$ cat src/rtl/fmul_issue.sv
// Issue/collect stage around the fixed-latency fmul_p1 core.
// Credit admission keeps the result FIFO from ever overflowing.
module fmul_issue #(
  parameter int TAG_W = 6,
  parameter int DEPTH = 4,
  parameter int LAT   = 1
) (
  input  logic             clk,
  input  logic             rst,
  input  logic             in_valid,
  output logic             in_ready,
  input  logic [31:0]      in_a,
  input  logic [31:0]      in_b,
  input  logic [TAG_W-1:0] in_tag,
  output logic [31:0]      x1,
  output logic [31:0]      x2,
  input  logic [31:0]      y,
  output logic             out_valid,
  input  logic             out_ready,
  output logic [31:0]      out_data,
  output logic [TAG_W-1:0] out_tag,
  output logic             out_zero
);

  localparam int AW = $clog2(DEPTH);
  localparam int CW = AW + 1;
  localparam int SW = CW + $clog2(LAT + 1) + 1;

  logic                  fire_in;
  logic                  push;
  logic                  pop;

  logic [LAT-1:0]        pv_q;
  logic [TAG_W-1:0]      ptag_q [LAT];

  logic [31:0]           data_q [DEPTH];
  logic [TAG_W-1:0]      tag_q  [DEPTH];
  logic                  zero_q [DEPTH];

  logic [AW-1:0]         wr_q, wr_d;
  logic [AW-1:0]         rd_q, rd_d;
  logic [CW-1:0]         count_q, count_d;

  logic [SW-1:0]         inflight;
  logic [SW-1:0]         credit_used;

  assign x1 = in_a;
  assign x2 = in_b;

  assign fire_in = in_valid & in_ready;
  assign push    = pv_q[LAT-1];
  assign pop     = out_valid & out_ready;

  // Credit: queued results plus results still inside the core.
  always_comb begin
    inflight = '0;
    for (int i = 0; i < LAT; i++) begin
      inflight = inflight + SW'(pv_q[i]);
    end
    credit_used = SW'(count_q) + inflight;
    in_ready    = !rst && (credit_used < SW'(DEPTH));
  end

  // Tag pipe aligned with the core latency.
  always_ff @(posedge clk) begin
    if (rst) begin
      pv_q <= '0;
      for (int i = 0; i < LAT; i++) begin
        ptag_q[i] <= '0;
      end
    end else begin
      pv_q[0]   <= fire_in;
      ptag_q[0] <= in_tag;
      for (int i = 1; i < LAT; i++) begin
        pv_q[i]   <= pv_q[i-1];
        ptag_q[i] <= ptag_q[i-1];
      end
    end
  end

  // Pointer and occupancy next state.
  always_comb begin
    wr_d    = wr_q + AW'(push);
    rd_d    = rd_q + AW'(pop);
    count_d = count_q;
    unique case ({push, pop})
      2'b10:   count_d = count_q + 1'b1;
      2'b01:   count_d = count_q - 1'b1;
      default: count_d = count_q;
    endcase
  end

  // FIFO control registers.
  always_ff @(posedge clk) begin
    if (rst) begin
      wr_q    <= '0;
      rd_q    <= '0;
      count_q <= '0;
    end else begin
      wr_q    <= wr_d;
      rd_q    <= rd_d;
      count_q <= count_d;
    end
  end

  // FIFO storage; a push is never blocked.
  always_ff @(posedge clk) begin
    if (rst) begin
      for (int i = 0; i < DEPTH; i++) begin
        data_q[i] <= '0;
        tag_q[i]  <= '0;
        zero_q[i] <= 1'b0;
      end
    end else if (push) begin
      data_q[wr_q] <= y;
      tag_q[wr_q]  <= ptag_q[LAT-1];
      zero_q[wr_q] <= (y[30:23] == 8'd0);
    end
  end

  assign out_valid = (count_q != '0);
  assign out_data  = data_q[rd_q];
  assign out_tag   = tag_q[rd_q];
  assign out_zero  = zero_q[rd_q];

endmodule
$ cat config.mk
export PLATFORM = sky130hd
export DESIGN_NAME = fmul_issue
export DESIGN_NICKNAME = d
export VERILOG_FILES = /design/src/rtl/fmul_issue.sv
export SDC_FILE = /design/constraint.sdc
export NUM_CORES = 1
export LEC_CHECK = 0
export ABC_AREA = 1
export CAP_MARGIN = 0
export CORE_UTILIZATION = 50
export CTS_CLUSTER_SIZE = 14
export DETAILED_ROUTE_END_ITERATION = 16
export HOLD_SLACK_MARGIN = 0.12
export PLACE_DENSITY = 0.83
export SETUP_SLACK_MARGIN = 0.3
export SLEW_MARGIN = 10
export SYNTH_ARGS = -nofsm -noshare
export SYNTH_HDL_FRONTEND = slang
export SYNTH_SLANG_ARGS = --single-unit
$ cat constraint.sdc
create_clock -name clk -period 8.7 [get_ports clk]
set_clock_uncertainty 0.15 [all_clocks]
set_input_delay 1.74 -clock clk [delete_from_list [all_inputs] [get_ports clk]]
set_output_delay 1.74 -clock clk [all_outputs]
set_load 0.05 [all_outputs]
## Word level (Yosys, flattened, before mapping)

Memory sizes are Yosys's and may differ from the RTL's. A register that Yosys moved wholly into a read port is not among the register bits.
Index checks and enable logic that the tools add are counted.

| storage, ports and cells | value |
|---|---|
| register bits after elaboration | 8 |
| logic and storage cells | 48 |
| input bits | 106 |
| output and inout port bits | 105 |
| memories kept | 4 |
| memory bits (writable) | 162 |

Memories:

| memory | depth | bits a word | rd ports | clocked after memory_dff | wr ports | line | source |
|---|---|---|---|---|---|---|---|
| data_q | 4 | 32 | 1 | 1 | 4 | 36 | `logic [31:0] data_q [DEPTH];` |
| tag_q | 4 | 6 | 1 | 1 | 4 | 37 | `logic [TAG_W-1:0] tag_q [DEPTH];` |
| ptag_q | 1 | 6 | 1 | 0 | 1 | 34 | `logic [TAG_W-1:0] ptag_q [LAT];` |
| zero_q | 4 | 1 | 1 | 1 | 4 | 38 | `logic zero_q [DEPTH];` |

| operators by class | value |
|---|---|
| $add $sub $neg | 5 |
| multiplexer cells | 21 |
| magnitude comparators | 1 |
| bitwise operators | 2 |
| equality and inequality tests | 2 |
| reductions and logical operators | 9 |

Operators with widths:

| cell | number |
|---|---|
| $mux W32 | 1 |
| $reduce_or A32 Y1 | 1 |
| $mux W2 | 6 |
| $mux W6 | 2 |
| $reduce_or A6 Y1 | 2 |
| $mux W1 | 11 |
| $logic_not A8 Y1 | 1 |
| $pmux W3 S2 | 1 |
| $add A2 B1 Y2 | 2 |
| $add A3 B1 Y4 | 1 |
| $lt A4 B3 Y1 const B | 1 |
| $add A3 B1 Y3 const B | 1 |
| $reduce_bool A3 Y1 | 1 |
| $sub A3 B1 Y3 const B | 1 |
| $and A1 B1 Y1 | 2 |
| $eq A2 B1 Y1 const B | 1 |
| $eq A2 B2 Y1 const B | 1 |
| $reduce_bool A2 Y1 | 1 |
| $logic_and A1 B1 Y1 | 1 |
| $logic_not A1 Y1 | 1 |
| $reduce_or A1 Y1 | 1 |

## Depth between registers and ports, before layout

Gate-level depths: netlist of the first run.

| depth | value |
|---|---|
| depth after elaboration | 5 |
| mapped depth | 12 |
| depth with buffers taken out | 12 |

## Worst setup path before layout of the first run

OpenSTA, ideal clock, no wires.

| timing path | value |
|---|---|
| path type | input to output |
| from | input port rst |
| to | output port in_ready |
| required time | 6,810 ps |
| data arrival time | 2,248 ps |
| cell stages on the path | 3 |
| buffers on the path | 0 |
| path slack | 4,562 ps |
| path through | inv_2 nand3_1 inv_1 |

| between the ends | value |
|---|---|
| cells in the longest elaborated chain, start to end | 2 |

Ends and longest elaborated chain:

| item | line | source |
|---|---|---|
| start: declaration | 9 | `input logic rst,` |
| $logic_not A1 Y1 | 61 | `in_ready = !rst && (credit_used < SW'(DEPTH));` |
| $logic_and A1 B1 Y1 | 61 |  |
| end: declaration | 11 | `output logic in_ready,` |

No other way between the ends.

## Worst setup path in the final report of the first run

Same ends and word-level chain as after synthesis.

==> results of run 1 <==
-- cells in the final DEF (no fill, tap or decap) --
cell,instances
nor2_1,241
edfxtp_1,156
clkdlybuf4s50_1,82
o21ai_0,79
inv_1,57
o22ai_1,39
clkbuf_16,17
dfxtp_1,13
nor2_2,9
nand2_1,7
inv_2,5
nand3_1,5
nand2_2,5
clkinv_2,4
bufinv_16,4
clkinv_1,4
ha_1,3
buf_4,3
nand3_2,2
a21oi_1,2
xnor2_1,2
clkbuf_1,2
inv_4,1
o21ai_1,1
and2_1,1
o31ai_4,1
nand3b_1,1
fa_1,1
dfxtp_2,1
-- worst reg2reg max path, cell delays in order, from the launching register on --
cell     delay [ns]
dfxtp_1        0.40
nand2_2        0.52
inv_2          0.30
nand3_2        0.74
nand2_2        1.16
-- how the worst min path moves through the flow --
stage / startpoint / to / slack, ns / cells past startpoint
6_report: wr_q[1] / wr_q[1] / 0.39 / 2
5_1_grt: wr_q[1] / wr_q[1] / 0.42 / 2
4_1_cts: wr_q[1] / wr_q[1] / 0.40 / 2
3_5_place_dp: wr_q[1] / wr_q[1] / 0.38 / 2
3_3_place_gp: wr_q[1] / wr_q[1] / 0.37 / 2
2_1_floorplan: wr_q[1] / wr_q[1] / 0.35 / 2
-- cell families after synthesis --
| logic type | Yosys count |
|---|---|
| AND/OR/NAND/NOR | 271 |
| flip-flops | 170 |
| buffers and inverters | 169 |
| AO/OA/AOI/OAI | 122 |
| adder cells (fa/ha/maj) | 4 |
| XOR/XNOR | 2 |
-- power groups by stage --
| stage | clock (mW) | combinational [mW] | sequential (mW) |
|---|---|---|---|
| floorplan | 0 | 0.799 | 0.983 |
| global placement | 0 | 1.02 | 0.984 |
| detailed placement | 0 | 1.04 | 0.987 |
| CTS | 0.766 | 1.04 | 0.970 |
| global route | 0.796 | 1.10 | 0.975 |
| finish | 0.763 | 1.04 | 0.971 |
-- per-stage QoR --
step,hold slack [ns],power [mW]
after global routing,0.422,2.87
after global placement,0.368,2.01
final,0.391,2.77
after floorplan,0.346,1.78
after detailed placement,0.380,2.02
after CTS,0.399,2.78
-- state kept, by name, indices dropped and copies added (netlist names) --
register  flops
data_q      128
tag_q        24
ptag_q        6
zero_q        4
count_q       3
rd_q          2
wr_q          2
push          1
-- per-layer routing --
| metal | share of wire, % | wire (um) | GRT usage (%) |
|---|---|---|---|
| met5 | 0 | 0 | 0 |
| met4 | 2.5 | 401 | 9.50 |
| met3 | 7.1 | 1120 | 5.52 |
| met2 | 50 | 7840 | 34.1 |
| met1 | 41 | 6390 | 23.9 |
-- layout make-up --
| cell class | instances | share of cell area, % |
|---|---|---|
| multi-input combinational | 399 | 21.0 |
| tap | 184 | 2.65 |
| clock inverter | 12 | 1.78 |
| clock buffer | 19 | 4.98 |
| timing repair buffer | 85 | 9.70 |
| sequential | 170 | 57.1 |
| inverter | 63 | 2.75 |
==> flow_metrics.tcl, run 1 <==
set metrics [dict create \
    outcome "complete, no violations" \
    fill_cells 1159 \
    syn_nets 848 \
    stdcell_count 932 \
    ys_types 25 \
    setup_viol 0 \
    p_int_mw 1.73 \
    gr-total-overflow 0 \
    placed_area_sq_um 8110 \
    fin_nets 846 \
    path_depth 5 \
    drtIter0Drc 524 \
    synth-seq-cells 170 \
    critPathCapture "in_ready" \
    dp_hpwl_mm 9.07 \
    drv_slew 0 \
    cpPeakStageDelay_ns 0.79 \
    ys.warnings.count 0 \
    synth_mux_area_share_pct 0 \
    min_path_type "reg -> reg" \
    regArea_sq_um 4970 \
    synth.top_cells.by_count "nor2_1, edfxtp_1, o21ai_0" \
    cts.path.max_buffers 2 \
    synth_cells 738 \
    synthArstFlopShare_pct 0 \
    p_seq_share_pct 35.0 \
    ys_seq_area_share_pct 64.5 \
    cp_slowest_cell "clkdlybuf4s50_1" \
    die_area_sq_um 15900 \
    finish.utilization_pct 58.9 \
    design_area_sq_um 8690 \
    r2r_start "push" \
    row_count 44 \
    placed_cells 901 \
    yosys.area.top_type "edfxtp_1" \
    synth.avg_cell_area_sq_um 10.4 \
    cp_data_required_time_ns 6.81 \
    dieHeight_um 126 \
    holdBufCountCts 0 \
    wirelength_mm 15.8 \
    worstSetupStartpointType "primary input" \
    vias_per_cell 5.48 \
    cp-end-kind "output port" \
    worst_pin_slew_ns 1.07 \
    vdd_drop_max_uv 296 \
    sw_frac_of_total_pct 37.7 \
    vias 5109 \
    rr_worst_depth 4 \
    route.detailed.drc 0 \
    cts_resized 0 \
    root_buffer "clkbuf_16" \
    switching_power_mw 1.05 \
    fin_crit_ns 5.49 \
    drv_cap 0 \
    postCtsSetupBuffers 0 \
    power_density_nw_per_um2 319 \
    yosysMostFrequentCell "nor2_1" \
    yosys_most_used_dff "edfxtp_1" \
    synth_edf_count 156 \
    io_buffers 82 \
    yosysTopAreaCellShare_pct 60.8 \
    crit_start "rst" \
    die_x_um 126 \
    synth_top_family_by_area "simple AND/OR/NAND/NOR gates" \
    ant_nets 0 \
    power_frac_clock_pct 27.5 \
    finalCritPeriodShare_pct 63.1 \
    cpMostUsedCell "clkdlybuf4s50_1" \
    antenna_found_initial 0 \
    worst_ep_arrival_time_ns 3.60 \
    rsz0062_at_grt "false" \
    hold_violations 0 \
    place_ws_ns 2.85 \
    pwr-share-comb_pct 37.4 \
    slew_headroom_pct 28.3 \
    track_usage_pct 20.2 \
    cts_max_level 4 \
    clock_sinks 170 \
    synth_simple_gate_area_share_pct 13.7 \
    worst_slack_ns 3.21 \
    worst-path-buf-inv 4 \
    gp_congestion 0.757 \
    wl_per_cell_um 16.9 \
    area_growth_pct 12.9 \
    cp_top_family "buffers and inverters" \
    clkTransAtPathRegs_ns 0.06 \
    grt_max_degree 81 \
    dr.pass1.iters 5 \
    tritoncts "built" \
    ios 211 \
    r2r-end "data_q[0][6]" \
    p_leak_nw 3.41 \
    diodes 0 \
    clkLatencyLatePin_ns 0.42 \
    worstPathCellList "clkdlybuf4s50_1, inv_2, nand3_1, inv_1, clkdlybuf4s50_1" \
    ys_top_cells_by_area "edfxtp_1, nor2_1, buf_4, o21ai_0, dfxtp_1" \
    synth-compound-area-share_pct 8.59 \
    cts_buffers 17 \
    r2r_slack_ns 5.03 \
    netlist_area_sq_um 7700 \
    grt_pass1_vias 5018 \
    crit_type "in -> out" \
    critPathMaxFanout 11 \
    multiInputGateArea_sq_um 1830 \
    fmax_mhz 182 \
    synth_xor_area_share_pct 0.227 \
    coreArea_sq_um 14800 \
    layout-drive-gt1-share_pct 6.95 \
    tns_ns 0 \
    grt_pass1_wl_mm 24.4 \
    synth-adder-area-share_pct 0.747 \
    start_util_pct 52.2 \
]
Power figures use the tool's default switching activity.
==> run 2: changes to the inputs <==
--- a/config.mk
+++ b/config.mk
@@ -7,11 +7,11 @@
 export LEC_CHECK = 0
 export ABC_AREA = 1
 export CAP_MARGIN = 0
-export CORE_UTILIZATION = 50
+export CORE_UTILIZATION = 49
 export CTS_CLUSTER_SIZE = 14
 export DETAILED_ROUTE_END_ITERATION = 16
 export HOLD_SLACK_MARGIN = 0.12
-export PLACE_DENSITY = 0.83
+export PLACE_DENSITY = 0.81
 export SETUP_SLACK_MARGIN = 0.3
 export SLEW_MARGIN = 10
 export SYNTH_ARGS = -nofsm -noshare
==> constraint.sdc (replaced) <==
create_clock -name clk -period 5.65 [get_ports clk]
set_clock_uncertainty 0.15 [all_clocks]
set_input_delay 1.13 -clock clk [delete_from_list [all_inputs] [get_ports clk]]
set_output_delay 1.13 -clock clk [all_outputs]
set_load 0.05 [all_outputs]
==> run 2 against run 1 <==
Compared with the run above:
- via count is 0.78% lower
- cell area is 0.39% higher
- final cell count grew 3.9%
- critical endpoint is now out_data[6]
- worst hold slack worse by 0.0035 ns
- flip-flop and latch count is the same
- clock-buffer cell count grew 3
- utilization is 1.7 points lower
- register-to-register slack got worse by 1.4 ns
- sequential share of layout area fell by 0.22 points
==> flow_metrics.tcl, run 2 (synthesis gave the netlist of run 1 again) <==
set metrics [dict create \
    track_usage_pct 20.0 \
    vias 5069 \
    diodes 0 \
    place_ws_ns 1.36 \
    power_density_nw_per_um2 472 \
    r2r_slack_ns 3.68 \
    worst_slack_ns 1.32 \
    dieHeight_um 127 \
    critPathMaxFanout 55 \
    die_x_um 127 \
    worst_ep_arrival_time_ns 3.05 \
    hold_violations 0 \
    dp_hpwl_mm 8.44 \
    layout-drive-gt1-share_pct 8.06 \
    cp_slowest_cell "clkdlybuf4s50_1" \
    wirelength_mm 15.7 \
    start_util_pct 50.5 \
    grt_pass1_wl_mm 24.3 \
    p_total_mw 4.12 \
    ios 211 \
    critPathCapture "out_data[6]" \
    clkLatencyLatePin_ns 0.42 \
    cts.path.max_buffers 2 \
    ant_nets 0 \
    cp-end-kind "output port" \
    cp_data_required_time_ns 4.37 \
    r2r_start "push" \
    clkTransAtPathRegs_ns 0.06 \
    worstPathCellList "buf_4, o21ai_0, o22ai_1, clkdlybuf4s50_1" \
    die_area_sq_um 16200 \
    finalCritPeriodShare_pct 76.6 \
    largest_reg_flops 128 \
    drtIter0Drc 348 \
    gp_congestion 0.732 \
    largestRegisters "data_q: 128 flops, tag_q: 24 flops, ptag_q: 6 flops" \
    grt_pass1_vias 4967 \
    finish.utilization_pct 57.2 \
    route.detailed.drc 0 \
    placed_cells 937 \
    postCtsSetupBuffers 0 \
    crit_type "reg -> out" \
    fill_cells 1210 \
    regArea_sq_um 4970 \
    rsz0062_at_grt "false" \
    min_path_type "reg -> reg" \
    crit_start "rd_q[0]" \
    row_count 45 \
    layout_common_cells "nor2_1, edfxtp_1, clkdlybuf4s50_1" \
    tns_ns 0 \
    area_growth_pct 13.3 \
    cts_max_level 4 \
    outcome "complete, no violations" \
    cpPeakStageDelay_ns 0.85 \
    gr-total-overflow 0 \
    multiInputGateArea_sq_um 1830 \
    grt_max_degree 79 \
    vdd_drop_max_uv 269 \
    cp_top_family "buffers and inverters" \
    antenna_found_initial 0 \
    io_buffers 82 \
    cts_resized 0 \
    rr_worst_depth 5 \
    slew_headroom_pct 49.7 \
    cts_buffers 17 \
    drv_slew 0 \
    fmax_mhz 231 \
    fin_crit_ns 4.33 \
    holdBufCountCts 0 \
    worst_pin_slew_ns 0.754 \
    clock_sinks 170 \
    dr.pass1.iters 5 \
    root_buffer "clkbuf_16" \
    worst-path-buf-inv 2 \
    fin_nets 855 \
    drv_cap 0 \
    final_common_cell "nor2_1" \
    wl_per_cell_um 16.2 \
    worstSetupStartpointType "flip-flop" \
    largest_register "data_q" \
    coreArea_sq_um 15300 \
    p_leak_nw 3.41 \
    tritoncts "built" \
    setup_viol 0 \
    path_depth 4 \
    vias_per_cell 5.24 \
    r2r-end "data_q[1][13]" \
    stdcell_count 968 \
]
## run 2: changes by cell type in the layout (fill, tap and decap cells not counted), sizes merged
cell,before,now
buf,3,12
bufinv,4,1
clkbuf,19,22
clkinv,8,5
clkinvlp,0,3
## run 2: tightest hold or removal path: stages (launching register included)
cell and delay, ns:
dfxtp_1 0.36, xnor2_1 0.07, nor2_1 0.07
## run 2: area by class of cell
class | count | share of cell area, %
clock buffer | 22 | 5.09
inverter | 63 | 2.74
sequential | 170 | 56.9
clock inverter | 9 | 0.874
multi-input combinational | 399 | 20.9
timing repair buffer | 94 | 10.4
tap | 211 | 3.02
## run 2: metrics by stage
step | instance area (sq um) | hold slack [ns]
4_1_cts | 8730 | 0.393
2_1_floorplan | 7700 | 0.346
3_3_place_gp | 8210 | 0.370
6_report | 8730 | 0.388
3_5_place_dp | 8210 | 0.374
5_1_grt | 8730 | 0.455
## run 2: power breakdown
part	leakage, nW	total (mW)	internal (mW)	switching (mW)
Sequential	1.73	1.51	1.47	0.0491
Clock	0.247	1.03	0.598	0.436
Combinational	1.43	1.57	0.467	1.10
## run 2: worst min path at each step
stage | slack (ns) | cells past startpoint | start | to
final | 0.39 | 2 | wr_q[1] | wr_q[1]
after global routing | 0.46 | 2 | count_q[1] | count_q[1]
after CTS | 0.39 | 2 | wr_q[1] | wr_q[1]
after detailed placement | 0.37 | 2 | wr_q[1] | wr_q[1]
after global placement | 0.37 | 2 | wr_q[1] | wr_q[1]
after floorplan | 0.35 | 2 | wr_q[1] | wr_q[1]
## run 2: metal layers
layer | track usage [%] | vias up | routed length (um)
li1 | - | 2406 | -
met1 | 24.4 | 2424 | 6390
met2 | 34.8 | 219 | 8070
met3 | 4.40 | 20 | 1050
met4 | 7.42 | 0 | 184
met5 | 0 | - | 0
==> patch: new RTL, flow settings as in run 2 <==
Change the parameter `TAG_W` from 6 to 12.
--- a/src/rtl/fmul_issue.sv
+++ b/src/rtl/fmul_issue.sv
@@ -2,5 +2,5 @@
 // Credit admission keeps the result FIFO from ever overflowing.
 module fmul_issue #(
-  parameter int TAG_W = 6,
+  parameter int TAG_W = 12,
   parameter int DEPTH = 4,
   parameter int LAT   = 1
Ports: changed (resized in_tag and out_tag); port bits go from 211 to 223. The function was not compared with the original's and may differ.
==> patch against run 2 <==
  * Final area up 15%
  * Sequential cell count up 30
  * Critical path depth up 2
  * Worst setup slack better by 0.038 ns
  * Non-clock buffer count up 9
  * Routed wire length up 19%
  * Global-route usage up 0.93 points
  * Area after synthesis up 16%
  * Sequential share of layout area up 0.88 points
  * First-iteration DRC count up 59%
  * Total power up 15%
  * Fmax up 0.90%
  * Via count up 16%
  * Critical endpoint is now in_ready
  * Highest routed layer unchanged
==> patch: results (changes against run 2) <==
INFO  metric cp_slowest_stage_delay = 0.79 ns (was 0.85 ns)
INFO  metric final-nonclk-buf-share = 10.03% (was 10.44%)
INFO  metric met1_usage = 25.36% (was 24.41%)
INFO  metric grt_pass1_wl = 29150 um (was 24320 um)
INFO  metric detail_route.iter0.violations = 554 (was 348)
INFO  metric leakage = 3.934 nW (was 3.413 nW)
INFO  metric ys_top_cells_by_area = sky130_fd_sc_hd__edfxtp_1 (61%), sky130_fd_sc_hd__nor2_1 (12%), sky130_fd_sc_hd__buf_4 (5.5%) (was sky130_fd_sc_hd__edfxtp_1 (61%), sky130_fd_sc_hd__nor2_1 (12%), sky130_fd_sc_hd__buf_4 (6.6%))
INFO  metric vias_per_cell = 5.356 (was 5.237)
INFO  metric dr.pass1.iters = 6 (was 5)
INFO  metric p_sw_share = 38.69% (was 38.57%)
INFO  metric run_status = finished, final reports clean (unchanged)
INFO  metric layout.non_clock_inverters = 74 (was 63)
INFO  metric nonClockBufferCount = 103 (was 94)
INFO  metric first_global_vias = 5765 (was 4967)
INFO  metric die_x = 137.0 um (was 127.4 um)
INFO  metric gp_congestion = 0.7842 (was 0.7323)
INFO  metric use_met2 = 35.47% (was 34.84%)
INFO  metric grt_usage = 20.94% (was 20.01%)
INFO  metric multi_input_comb_area = 2097 um2 (was 1828 um2)
INFO  metric multi_input_combinational_cell_count = 457 (was 399)
INFO  metric count_of_flip_flops_with_a_built_in_enable_after_synthesis = 180 (was 156)
INFO  metric synthesized_nets = 957 (was 848)
INFO  metric worstPathArrival = 3.01 ns (was 3.05 ns)
INFO  metric dr_wl_met3 = 1337 um (was 1049 um)
INFO  metric number_of_nets_at_the_end_of_the_flow = 969 (was 855)
INFO  metric seq-cell-share = 57.78% (was 56.90%)
INFO  metric cts_num_sinks = 200 (was 170)
INFO  metric layout-drive-gt1-share = 6.120% (was 8.058%)
INFO  metric synth_top_cells_by_count = sky130_fd_sc_hd__nor2_1 (288), sky130_fd_sc_hd__edfxtp_1 (180), sky130_fd_sc_hd__o21ai_0 (79) (was sky130_fd_sc_hd__nor2_1 (241), sky130_fd_sc_hd__edfxtp_1 (156), sky130_fd_sc_hd__o21ai_0 (79))
INFO  metric grt_start_max_net_pins = 92 (was 79)
INFO  metric postPlaceCellArea = 9482 um2 (was 8208 um2)
INFO  metric area_growth_syn_to_layout = 12.59% (was 13.32%)
INFO  metric registers_with_the_most_flip_flops = data_q (128), tag_q (48), ptag_q (12) (was data_q (128), tag_q (24), ptag_q (6))
INFO  metric vdd.ir_drop.worst = 0.2759 mV (was 0.2690 mV)
INFO  metric layout.clock_buffers = 23 (was 22)
INFO  metric grtUsageMet3 = 4.963% (was 4.397%)
INFO  metric timing.critical_path.fanout_max = 18 (was 55)
INFO  metric dp_hpwl = 10470 um (was 8436 um)
INFO  metric nFillCells = 1468 (was 1210)
==> patch: cell types whose count changed in the layout (fill, tap and decap cells not counted), moves of 4 or more <==
cell and change:
sky130_fd_sc_hd__o21ai_1 +12, sky130_fd_sc_hd__nor2_1 +47, sky130_fd_sc_hd__inv_2 -4, sky130_fd_sc_hd__o22ai_1 +6, sky130_fd_sc_hd__dfxtp_1 +5, sky130_fd_sc_hd__edfxtp_1 +24, sky130_fd_sc_hd__inv_1 +14, sky130_fd_sc_hd__clkdlybuf4s50_1 +12
sky130_fd_sc_hd__nor2_2 -6
==> patch: tightest hold or removal path, delay by kind of cell, from the launching register on <==
kind             cells  cell delay, ns
DFF                  1            0.33
and+or+nand+nor      3            0.18
==> patch: kinds of logic after synthesis <==
| family | synth area share (%) |
|---|---|
| adder cells (fa/ha/maj) | 0.6444 |
| AO/OA/AOI/OAI | 8.503 |
| buffers and inverters | 11.77 |
| flip-flops | 65.00 |
| AND/OR/NAND/NOR | 13.90 |
| XOR/XNOR | 0.1961 |
==> patch: path summary, 6_finish.rpt <==
kind	from	end	slack (ns)	cells after the start
hold / removal	count_q[0]	push	0.41	3
setup reg to reg	push	data_q[2][20]	2.70	5
hold reg to reg	count_q[0]	push	0.41	3
setup / recovery	rst	in_ready	1.36	6
==> patch: metrics by stage <==
stage	cells	setup WS, ns
floorplan	841	1.046
global placement	1063	1.314
detailed placement	1063	1.352
CTS	1095	1.343
global route	1095	1.211
finish	1095	1.360
==> patch: power by group through the flow <==
stage                     combinational, mW  sequential, mW  clock [mW]
after floorplan                        1.38            1.77           0
after detailed placement               1.83            1.78           0
after global placement                 1.81            1.77           0
after CTS                              1.84            1.75        1.18
after global routing                   1.95            1.76        1.23
final                                  1.83            1.75        1.18
